### config.mk
export PLATFORM = sky130hd
export DESIGN_NAME = fetch_queue_stage_flat
export DESIGN_NICKNAME = d
export VERILOG_FILES = /design/src/rtl/fetch_queue_stage_if.sv /design/src/rtl/fetch_queue_stage.sv /design/src/flat_wrapper.sv
export SDC_FILE = /design/constraint.sdc
export NUM_CORES = 1
export LEC_CHECK = 0
export CAP_MARGIN = 30
export CORE_MARGIN = 2
export CORE_UTILIZATION = 43
export CTS_BUF_LIST = sky130_fd_sc_hd__clkbuf_4 sky130_fd_sc_hd__clkbuf_8 sky130_fd_sc_hd__clkbuf_16
export DETAILED_ROUTE_END_ITERATION = 6
export PLACE_DENSITY = 0.81
export SETUP_SLACK_MARGIN = 0.02
export SYNTH_ARGS = -nofsm -noshare
export SYNTH_HDL_FRONTEND = slang
export SYNTH_SLANG_ARGS = --single-unit
### constraint.sdc
create_clock -name clk -period 2.5 [get_ports clk]
set_input_delay 0.25 -clock clk [delete_from_list [all_inputs] [get_ports clk]]
set_output_delay 0.25 -clock clk [all_outputs]
set_load 0.03 [all_outputs]
### src/rtl/fetch_queue_stage_if.sv
// fetch_queue_stage_if: imem request/response and decode handoff signals; master = fetch stage, slave = memory/decode side
interface fetch_queue_stage_if #(
  parameter int N_BITS = 32
);
  logic              imem_req_vld;
  logic [N_BITS-1:0] imem_req_addr;
  logic              imem_req_rdy;
  logic              imem_resp_vld;
  logic [31:0]       imem_resp_data;
  logic              out_vld;
  logic [N_BITS-1:0] out_pc;
  logic [31:0]       out_instr;
  logic              out_rdy;
  modport master (
    output imem_req_vld, imem_req_addr, out_vld, out_pc, out_instr,
    input  imem_req_rdy, imem_resp_vld, imem_resp_data, out_rdy
  );
  modport slave (
    input  imem_req_vld, imem_req_addr, out_vld, out_pc, out_instr,
    output imem_req_rdy, imem_resp_vld, imem_resp_data, out_rdy
  );
endinterface

### src/rtl/fetch_queue_stage.sv
// fetch_queue_stage: PC generation, in-order fetch queue and redirect flush
//   clk/rst           clock, synchronous active-high reset
//   redir_vld/tgt     prioritised redirect sources (index 0 wins)
//   f (master)        imem request/response and decode output handshakes
//   fq_count          allocated queue entries
//   resp_err          sticky flag for a response with nothing outstanding
module fetch_queue_stage #(
  parameter int N_BITS = 32,
  parameter int N_REDIR = 4,
  parameter int FQ_DEPTH = 4,
  parameter logic [N_BITS-1:0] RESET_PC = '0
) (
  input  logic                      clk,
  input  logic                      rst,
  input  logic [N_REDIR-1:0]        redir_vld,
  input  logic [N_REDIR*N_BITS-1:0] redir_tgt,
  fetch_queue_stage_if.master       f,
  output logic [$clog2(FQ_DEPTH):0] fq_count,
  output logic                      resp_err
);
  localparam int A = $clog2(FQ_DEPTH);
  localparam int C = A + 1;
  logic [N_BITS-1:0] pc, tgt;
  logic [N_BITS-1:0] pc_q [FQ_DEPTH];
  logic [31:0]       ins_q [FQ_DEPTH];
  logic [FQ_DEPTH-1:0] filled;
  logic [A-1:0] hd, tl, fp;
  // ucnt: allocated but unfilled entries; drop: responses still owed to flushed requests
  logic [C-1:0] ucnt, drop;
  logic redir, alloc, pop, fill, err_rsp;
  always_comb begin
    tgt = '0;
    for (int i = N_REDIR - 1; i >= 0; i--)
      if (redir_vld[i]) tgt = redir_tgt[i*N_BITS +: N_BITS];
  end
  assign redir           = |redir_vld;
  assign f.imem_req_addr = pc;
  // outstanding requests (live plus flushed) never exceed the queue depth
  assign f.imem_req_vld  = !rst && !redir && (({1'b0, fq_count} + {1'b0, drop}) < (C+1)'(FQ_DEPTH));
  assign alloc           = f.imem_req_vld && f.imem_req_rdy;
  assign f.out_vld       = !rst && fq_count != '0 && filled[hd];
  assign f.out_pc        = pc_q[hd];
  assign f.out_instr     = ins_q[hd];
  assign pop             = f.out_vld && f.out_rdy && !redir;
  assign fill            = f.imem_resp_vld && !redir && drop == '0 && ucnt != '0;
  assign err_rsp         = f.imem_resp_vld && drop == '0 && ucnt == '0;
  always_ff @(posedge clk) begin
    if (rst) begin
      pc       <= RESET_PC;
      fq_count <= '0;
      ucnt     <= '0;
      drop     <= '0;
      hd       <= '0;
      tl       <= '0;
      fp       <= '0;
      filled   <= '0;
      resp_err <= 1'b0;
    end else begin
      if (err_rsp) resp_err <= 1'b1;
      if (redir) begin
        pc       <= tgt;
        fq_count <= '0;
        ucnt     <= '0;
        hd       <= '0;
        tl       <= '0;
        fp       <= '0;
        drop     <= drop + ucnt - C'(f.imem_resp_vld && !err_rsp);
      end else begin
        if (alloc) begin
          pc         <= pc + N_BITS'(4);
          pc_q[tl]   <= pc;
          filled[tl] <= 1'b0;
          tl         <= tl + 1'b1;
        end
        if (fill) begin
          ins_q[fp]  <= f.imem_resp_data;
          filled[fp] <= 1'b1;
          fp         <= fp + 1'b1;
        end
        if (f.imem_resp_vld && drop != '0) drop <= drop - 1'b1;
        if (pop) hd <= hd + 1'b1;
        fq_count <= fq_count + C'(alloc) - C'(pop);
        ucnt     <= ucnt + C'(alloc) - C'(fill);
      end
    end
  end
endmodule

### src/flat_wrapper.sv
// flat-port wrapper written by rule: the top's interface ports become plain ports
module fetch_queue_stage_flat 
#(
  parameter int N_BITS = 32,
  parameter int N_REDIR = 4,
  parameter int FQ_DEPTH = 4,
  parameter logic [N_BITS-1:0] RESET_PC = '0
)
  (clk, rst, redir_vld, redir_tgt, fq_count, resp_err, f_imem_req_vld, f_imem_req_addr, f_out_vld, f_out_pc, f_out_instr, f_imem_req_rdy, f_imem_resp_vld, f_imem_resp_data, f_out_rdy);
  fetch_queue_stage_if #(.N_BITS(N_BITS)) f_i ();
  input  logic clk;
  input  logic rst;
  input  logic [N_REDIR-1:0] redir_vld;
  input  logic [N_REDIR*N_BITS-1:0] redir_tgt;
  output logic [$clog2(FQ_DEPTH):0] fq_count;
  output logic resp_err;
  output wire logic [$bits(f_i.imem_req_vld)-1:0] f_imem_req_vld;
  output wire logic [$bits(f_i.imem_req_addr)-1:0] f_imem_req_addr;
  output wire logic [$bits(f_i.out_vld)-1:0] f_out_vld;
  output wire logic [$bits(f_i.out_pc)-1:0] f_out_pc;
  output wire logic [$bits(f_i.out_instr)-1:0] f_out_instr;
  input wire logic [$bits(f_i.imem_req_rdy)-1:0] f_imem_req_rdy;
  input wire logic [$bits(f_i.imem_resp_vld)-1:0] f_imem_resp_vld;
  input wire logic [$bits(f_i.imem_resp_data)-1:0] f_imem_resp_data;
  input wire logic [$bits(f_i.out_rdy)-1:0] f_out_rdy;
  assign f_imem_req_vld = f_i.imem_req_vld;
  assign f_imem_req_addr = f_i.imem_req_addr;
  assign f_out_vld = f_i.out_vld;
  assign f_out_pc = f_i.out_pc;
  assign f_out_instr = f_i.out_instr;
  assign f_i.imem_req_rdy = f_imem_req_rdy;
  assign f_i.imem_resp_vld = f_imem_resp_vld;
  assign f_i.imem_resp_data = f_imem_resp_data;
  assign f_i.out_rdy = f_out_rdy;
  fetch_queue_stage #(.N_BITS(N_BITS), .N_REDIR(N_REDIR), .FQ_DEPTH(FQ_DEPTH), .RESET_PC(RESET_PC)) u_core (.clk(clk), .rst(rst), .redir_vld(redir_vld), .redir_tgt(redir_tgt), .f(f_i), .fq_count(fq_count), .resp_err(resp_err));
endmodule
==> impl_metrics.ini <==
[placement]
placed_area_um2 = 17000
gp_congestion = 0.880
numPortBuffers = 270
place_inst = 1517
hpwl_um = 26000
preCtsSetupSlack_ns = -0.191

[clock_network]
clkTransAtPathRegs_ns = 0.06
clock_path_buffers = 3
cts_buffers = 31
clock_sinks = 310
cts_tree = done
root_buffer = clkbuf_16
htree_num_levels = 1
clk_latency_ns = 0.55
cts_hold_buf = 0

[synthesis]
synthDistinctLibCells = 62
synth_area_per_cell_um2 = 16.0
ys_warn_count = 0
synth_top_area_frac = 0.588
synth_top_flop_cell = edfxtp_1
yosys-top-cells-area = edfxtp_1, mux4_2, dfxtp_1, a221oi_1, ha_1
yosys_register_bits = 310
syn_area_um2 = 13100
synth_top_area_cell = edfxtp_1
seq_area_frac_synth = 0.671
synth-edff-count = 256
synth_cells = 816
synth_fp_nets = 1007
async_flop_share = 0

[global_routing]
grt_pass1_vias = 9115
grt.overflow.total = 0
grt_max_degree = 65
grt_use_total = 0.228
grt_pass1_wl_um = 53900
antenna_found_initial = 1

[floorplanning]
die-area_um2 = 31800
die_x_um = 178
core_area_um2 = 29800
start_util = 0.438
die_h_um = 178
num_io_pins = 271
num_rows = 63

[timing]
fin_skew_ns = 0.0103
fmax_ghz = 0.402
rsz0062_at_grt = true
post-route-period-util = 0.996
setup_viol = 0
slew_viol_final = 0
fin_crit_ns = 2.49
slew-limit-headroom = 0.537
fin_hold_ws_ns = 0.129
report.final.hold_viol_count = 0
timing.setup.tns_ns = 0
worst_slack_ns = 0.0108
worst_pin_slew_ns = 0.694

[min_path]
hold_class = input pin to register
worstHoldStart = redir_vld[0]
whs_endpoint = u_core.f.imem_req_addr[0]$_SDFFE_PP0P_
min_path_cells = 3

[critical_path]
reg2reg_from = u_core.hd[0]$_SDFFE_PP0P_
crit_path_top_delay_cell = mux4_2
crit_family = adder cells
path_max_fanout = 2
cp.required_ns = 2.92
crit_type = register to register
r2r-end = u_core.fq_count[2]$_SDFF_PP0_
cpPeakStageDelay_ns = 0.50
crit_path_frequent_cell = ha_4
r2r_cells = 10
cp-start-kind = register
crit_arrival_ns = 2.91
r2r_slack_ns = 0.01
cp-end-kind = register
cp_num_buf_inv = 1
cp_cell_sequence = mux4_2, o311a_4, and3_4, ha_4, inv_2, ha_4, fa_2, xnor2_2, xnor2_1, nor2_1

[drt]
finalWirelength_um = 36400
drcViolationCount = 0
via_per_inst = 5.63
wl_per_cell_um = 23.0
dr.first_iter.drc_count = 729
vias = 8908
drtAntennaViolNets = 0
drt-pass1-iter-count = 5

[final_layout]
drive_above_1_share = 0.245
layout_commonest_cell = edfxtp_1
synthToLayoutAreaGrowth_pct = 37.4
fin_cells = 1583
final_cell_mix = edfxtp_1, clkdlybuf4s50_1, buf_4
fin_area_um2 = 17900
layout.nets = 1358
fin_util = 0.602
fillers = 2224

[power]
powerDensity_nw_per_um2 = 636
total_power_mw = 11.4
p_leak_nw = 6.06
irDropWorstVdd_mv = 0.510

[run]
maxCapViolCount = 0

[status]
status = completed
[synth_stat cells, types with 2 or more instances]
cell type and n:
ha_1 19, nor4_1 6, nor2_1 28, nand3_1 9, inv_1 27, nor3_1 37
o211ai_1 4, a21oi_1 28, a22oi_1 7, mux4_2 65, and3_1 12, o21a_1 2
a31oi_1 4, edfxtp_1 256, a31o_2 2, nor4b_1 2, xor2_1 4, a211oi_1 2
or4_4 2, a221oi_1 33, a31o_1 4, o22ai_1 14, buf_2 6, and4_1 2
clkbuf_1 38, nand3_2 2, or4_1 3, nand4_1 12, dfxtp_1 54, fa_1 3
o21ai_0 9, nor2b_1 26, buf_6 3, or3_1 2, xnor2_1 27, mux2i_1 2
nand2_1 34, o32ai_1 2
[tightest hold or removal path: stages]
cell	delay, ns
buf_2	0.19
a221oi_1	0.12
nor2_1	0.08
[cells by family (layout without fill, tap and decap cells)]
family                   count (synthesis)  after routing  share of synthesized area
AO/OA/AOI/OAI                          120            120                     0.0651
buffers and inverters                   76            450                     0.0241
flip-flops                             310            310                      0.671
multiplexers                            69             69                      0.116
XOR/XNOR                                31             31                     0.0208
other                                    0              3                          0
AND/OR/NAND/NOR                        188            188                     0.0804
adder cells (fa/ha/maj)                 22             22                     0.0228
[layout make-up]
type | count | area, µm² | area share
repair buffers | 366 | 3470 | 0.193
flip-flops and latches | 310 | 8790 | 0.490
multi-input cells | 430 | 4090 | 0.228
clock inverters | 15 | 128 | 0.00711
inverters | 28 | 120 | 0.00669
well taps | 390 | 488 | 0.0272
clock buffers | 41 | 863 | 0.0481
diodes | 3 | 7.51 | 0.000418
[sequential cells by signal (all words and copies together) (netlist names), named ones only]
register / flops
u_core.ins_q: 128
u_core.pc_q: 128
u_core.f.imem_req_addr: 32
u_core.filled: 4
u_core.drop: 3
u_core.fq_count: 3
u_core.ucnt: 3
u_core.fp: 2
u_core.hd: 2
u_core.tl: 2
u_core.resp_err: 1
[worst max path at each step]
stage	startpoint	cells past startpoint	slack, ns	to
3_3_place_gp	f_imem_resp_vld	12	-0.16	u_core.drop[2]$_SDFFE_PP0P_
4_1_cts	u_core.hd[0]$_SDFFE_PP0P_	10	0.01	u_core.fq_count[2]$_SDFF_PP0_
6_report	u_core.hd[0]$_SDFFE_PP0P_	10	0.01	u_core.fq_count[2]$_SDFF_PP0_
3_5_place_dp	f_imem_resp_vld	12	-0.19	u_core.drop[2]$_SDFFE_PP0P_
2_1_floorplan	u_core.hd[0]$_SDFFE_PP0P_	10	0.02	u_core.fq_count[2]$_SDFF_PP0_
5_1_grt	u_core.hd[0]$_SDFFE_PP0P_	10	-0.06	u_core.fq_count[2]$_SDFF_PP0_
[repair_timing]
action,CTS,global route
setup endpoints to repair,67,156
gates resized for setup,75,58
pin swaps,4,9
setup buffers,5,2
[metal layers]
layer / vias up / GRT usage / routed length (µm)
met1: 4480 / 0.303 / 14700
met4: 0 / 0.0952 / 1540
met2: 377 / 0.374 / 17800
met3: 82 / 0.0401 / 2410
li1: 3969 / - / -
met5: - / 0 / 0
[power breakdown]
group	switching [mW]	internal (mW)	leakage, nW
clock network	1.85	2.62	0.504
registers	0.0905	5.66	2.76
logic	0.576	0.616	2.79
total	2.52	8.90	6.06
Power figures use the tool's default switching activity.
==> variant 1: new RTL, same settings <==
`N_REDIR` is set to 4 in 2 places; all go to 6.
--- a/src/rtl/fetch_queue_stage.sv
+++ b/src/rtl/fetch_queue_stage.sv
@@ -8,3 +8,3 @@
   parameter int N_BITS = 32,
-  parameter int N_REDIR = 4,
+  parameter int N_REDIR = 6,
   parameter int FQ_DEPTH = 4,
--- a/src/flat_wrapper.sv
+++ b/src/flat_wrapper.sv
@@ -4,3 +4,3 @@
   parameter int N_BITS = 32,
-  parameter int N_REDIR = 4,
+  parameter int N_REDIR = 6,
   parameter int FQ_DEPTH = 4,
Ports: changed (resized redir_tgt and redir_vld); port bits go from 271 to 337. The function was not compared with the original's and may differ.
==> variant 1 against the original RTL <==
- the flow now finishes with violations (negative setup slack)
- die area is 4.5% higher
- wire length is 12% higher
- first-iteration DRC count is 7.0% higher
- worst setup slack worse by 30 ps
- cell area is 8.7% higher
- sequential cell count stayed put
- area after synthesis is 4.6% higher
- power is 1.2% higher
- highest routed layer unchanged
==> variant 1: results (changes against the original RTL) <==
power:
  pg_clk_mw: 4.28  # -4%
  clkPwrFrac_pct: 37.0  # -2.2 points
  leakage_nw: 6.65  # +9.8%
  comb_power_mw: 1.56  # +31%
  ir_worst_vdd_v: 0.000593  # +16%
yosys:
  synth_mux_area_share_pct: 11.0  # -0.55 points
  ys_seq_area_share_pct: 64.2  # -3.0 points
  synth_cell_types: 66  # +6.5%
  synthXorXnorAreaFrac_pct: 1.79  # -0.28 points
  synth-compound-area-share_pct: 10.6  # +4.1 points
global_route:
  use_met3_pct: 2.81  # -1.2 points
  grt_use_met1_pct: 30.5  # +0.28 points
outcome:
  status: "finished with violations"
  violations: "negative setup slack"
hold_path:
  min_path_cells: 1  # -2
sta:
  worst_slew_pin_slew_ps: 525  # -169 ps
  fin_setup_tns_ps: -20.5  # -20.5 ps
  setup_violations: 2  # +2
  finalWorstSetupSlack_ps: -19.3  # -30.0 ps
  fin_skew_ps: 9.93  # -0.398 ps
final_layout:
  nFillCells: 2352  # +5.8%
  fin_nets: 1609  # +18%
  diodes: 0  # -3
  drive_gt1_share_pct: 22.5  # -1.9 points
critical_path:
  r2r_cells: 16  # +6
routing:
  drtIter0Drc: 780  # +7.0%
  drt-total-wl_mm: 40.8  # +12%
  vias: 10204  # +15%
placement:
  routabilityCongestion: 0.973  # +10%
clock_tree:
  cts_buffers: 29  # -6.5%
-- variant 1: changes by cell type in the layout (fill, tap and decap cells not counted), moves of 11 or more --
cell	unedited run	this run
nor2b_1	25	1
o221ai_1	1	15
nor3_1	37	19
nor2_1	27	42
dlygate4sd2_1	37	61
buf_4	81	118
clkdlybuf4s50_1	201	269
clkbuf_2	21	1
a211oi_1	2	18
nor4_1	5	16
-- variant 1: cell type report --
type                            instances  area [sq um]  share of cell area [%]
Sequential cell                       310          8780                    45.0
Timing Repair Buffer                  470          4490                    23.0
Tap cell                              402           503                    2.58
Inverter                               35           151                   0.776
Multi-Input combinational cell        506          4650                    23.8
Clock buffer                           31           741                    3.80
Clock inverter                         23           191                   0.981
-- variant 1: metal layers --
metal	part of all wire, %	up-vias
li1	-	4587
met1	39	5051
met2	51	493
met3	6.6	73
met4	3.2	0
met5	0	-
-- variant 1: worst max-delay path, cell delays in order (launching register included) --
cell,delay [ps]
dfxtp_2,340
nor3_4,220
nand4b_1,150
buf_4,160
buf_4,120
buf_4,120
buf_4,120
buf_4,120
buf_4,120
buf_4,120
buf_4,120
buf_4,120
buf_4,120
buf_4,130
buf_4,120
buf_4,120
a21oi_1,130
-- variant 1: worst paths after layout --
kind	startpoint	to
max	u_core.ucnt[0]$_SDFF_PP0_	u_core.resp_err$_SDFFE_PP0P_
min	f_imem_resp_data[13]	u_core.ins_q[2][13]$_DFFE_PP_
max reg2reg	u_core.ucnt[0]$_SDFF_PP0_	u_core.resp_err$_SDFFE_PP0P_
min reg2reg	u_core.resp_err$_SDFFE_PP0P_	u_core.resp_err$_SDFFE_PP0P_
-- variant 1: repair_timing --
action,4_1_cts,5_1_grt
hold buffers,0,0
endpoints found under the setup margin,65,5
resized for setup,66,19
buffers inserted,15,3
pin swaps,3,14
==> variant 2: new RTL, config.mk and constraints unchanged <==
Made on the original files. Put one more register stage on the output `resp_err`, with the module's reset. The value now appears one clock later. The other outputs are not delayed to match.
--- a/src/rtl/fetch_queue_stage.sv
+++ b/src/rtl/fetch_queue_stage.sv
@@ -22,2 +22,4 @@
   localparam int C = A + 1;
+
+  logic resp_err_s0;
   logic [N_BITS-1:0] pc, tgt;
@@ -56,5 +58,5 @@
       filled   <= '0;
-      resp_err <= 1'b0;
+      resp_err_s0 <= 1'b0;
     end else begin
-      if (err_rsp) resp_err <= 1'b1;
+      if (err_rsp) resp_err_s0 <= 1'b1;
       if (redir) begin
@@ -86,2 +88,10 @@
   end
+  always_ff @(posedge clk) begin
+    if (rst) begin
+      resp_err <= '0;
+    end else begin
+      resp_err <= resp_err_s0;
+    end
+  end
+
 endmodule
Function: changed (Yosys sat finds a counterexample within 4 cycles, from zero or initial values and one cycle with rst high).
==> variant 2 against the original RTL <==
- clock skew rose by 14 ps
- power decreased by 0.79%
- sequential cell count grew 1
- non-clock buffer count fell by 13
- cell area unchanged
- sequential share of layout area is 0.098 points higher
- hold slack improved by 79 ps
- area after synthesis shrank 0.39%
- combinational power is 4% lower
- wire length decreased by 10%
- maximum frequency increased by 2.1%
- clock power shrank 2%
- worst setup slack better by 52 ps
- largest power group unchanged
==> variant 2: results (changes against the original RTL) <==
power:
  swShare_pct: 22.4  # +0.30 points
  ir_worst_vdd_v: 0.000522  # +2.2%
  clkPwrFrac_pct: 38.9  # -0.3 points
  leakage_nw: 6.05  # -0.13%
  seq_power_share_pct: 51.1  # +0.7 points
  seq_power_mw: 5.79  # +0.7%
critical_path:
  critPathLaunch: "u_core.drop[1]$_SDFFE_PP0P_"
  arrival_ps: 2700  # -210 ps
  critPathCapture: "u_core.pc_q[0][24]$_DFFE_PP_"
  r2r_cells: 9  # -1
  cp_slowest_cell: "or4b_4"
  crit_path_max_incr_delay_ps: 520  # +20 ps
  cp_max_fo: 19  # +17
yosys:
  ys_seq_area_share_pct: 67.5  # +0.42 points
  synthTopCellsByCount: "256 x edfxtp_1, 65 x mux4_2, 55 x dfxtp_1, 36 x clkbuf_1, 33 x nand2_1"
  ys_top_cells_by_area: "edfxtp_1 59%, mux4_2 11%, dfxtp_1 8.5%, a221oi_1 1.9%, ha_1 1.8%"
  synth.net_count: 1005  # -0.20%
  synth_edf_count: 256  # unchanged
  synth_cell_types: 50  # -19%
  postSynthAreaPerCell_sq_um: 16.0  # -0.15%
global_route:
  grt_pass1_vias: 8595  # -5.7%
  grtUsageMet2_pct: 33.7  # -3.7 points
  grt_use_met1_pct: 26.7  # -3.6 points
  antenna_found_initial: 0  # -1
  grt_pass1_wl_mm: 48.3  # -10%
  use_met3_pct: 3.49  # -0.51 points
final_layout:
  nFillCells: 2187  # -1.7%
  drive_gt1_share_pct: 21.6  # -2.8 points
  diodes: 0  # -3
  fin_cells: 1561  # -1.4%
  fin_nets: 1341  # -1.3%
clock_tree:
  post_cts_buffers: 1  # -4
  cts_buffers: 30  # -3.2%
  cts.clk_slew.worst_paths_ps: 70
  cts_resized: 64  # -15%
placement:
  place_ws_ps: -239  # -47.6 ps
  numPlacedInstances: 1498  # -1.3%
  routabilityCongestion: 0.872  # -0.91%
  dpl-instance-area_sq_mm: 0.0168  # -0.99%
routing:
  drtIter0Drc: 655  # -10%
  met1Wirelength_mm: 13.5  # -7.8%
  wl_met3_mm: 2.15  # -11%
  vias: 8494  # -4.6%
  wire_per_inst_um: 20.9  # -9.1%
  dr_wl_met2_mm: 16.2  # -8.6%
sta:
  whs_ps: 208  # +78.9 ps
  fin_skew_ps: 24.6  # +14.3 ps
  worst_slew_pin_slew_ps: 524  # -170 ps
  finalWorstSetupSlack_ps: 63.1  # +52.3 ps
hold_path:
  whs_endpoint: "u_core.f.imem_req_addr[14]$_SDFFE_PP0P_"
  min_path_cells: 5  # +2
outcome:
  status: "finished clean"
variant 2: cell count changes in the layout (fill, tap and decap cells not counted), sizes merged, moves of 6 or more:
cell and delta:
clkbuf -22, xnor2 -12, o21ai +7, buf -13
a21oi -6, nor3 -9, a22oi +7, xor2 +17
dlygate4sd2 +15
variant 2: kinds of logic after synthesis:
| family | share of synthesized area, % |
|---|---|
| flip-flops | 67.5 |
| AND/OR/NAND/NOR | 7.64 |
| AO/OA/AOI/OAI | 6.38 |
| buffers and inverters | 2.24 |
| multiplexers | 11.5 |
| XOR/XNOR | 2.42 |
| adder cells (fa/ha/maj) | 2.29 |
variant 2: final cells by class:
| type | count | area, sq um | share of cell area (%) |
|---|---|---|---|
| sequential | 311 | 8800 | 49.1 |
| tap | 390 | 488 | 2.72 |
| inverter | 26 | 115 | 0.641 |
| clock buffer | 35 | 806 | 4.49 |
| multi-input combinational | 428 | 4060 | 22.6 |
| timing repair buffer | 353 | 3510 | 19.6 |
| clock inverter | 18 | 163 | 0.906 |
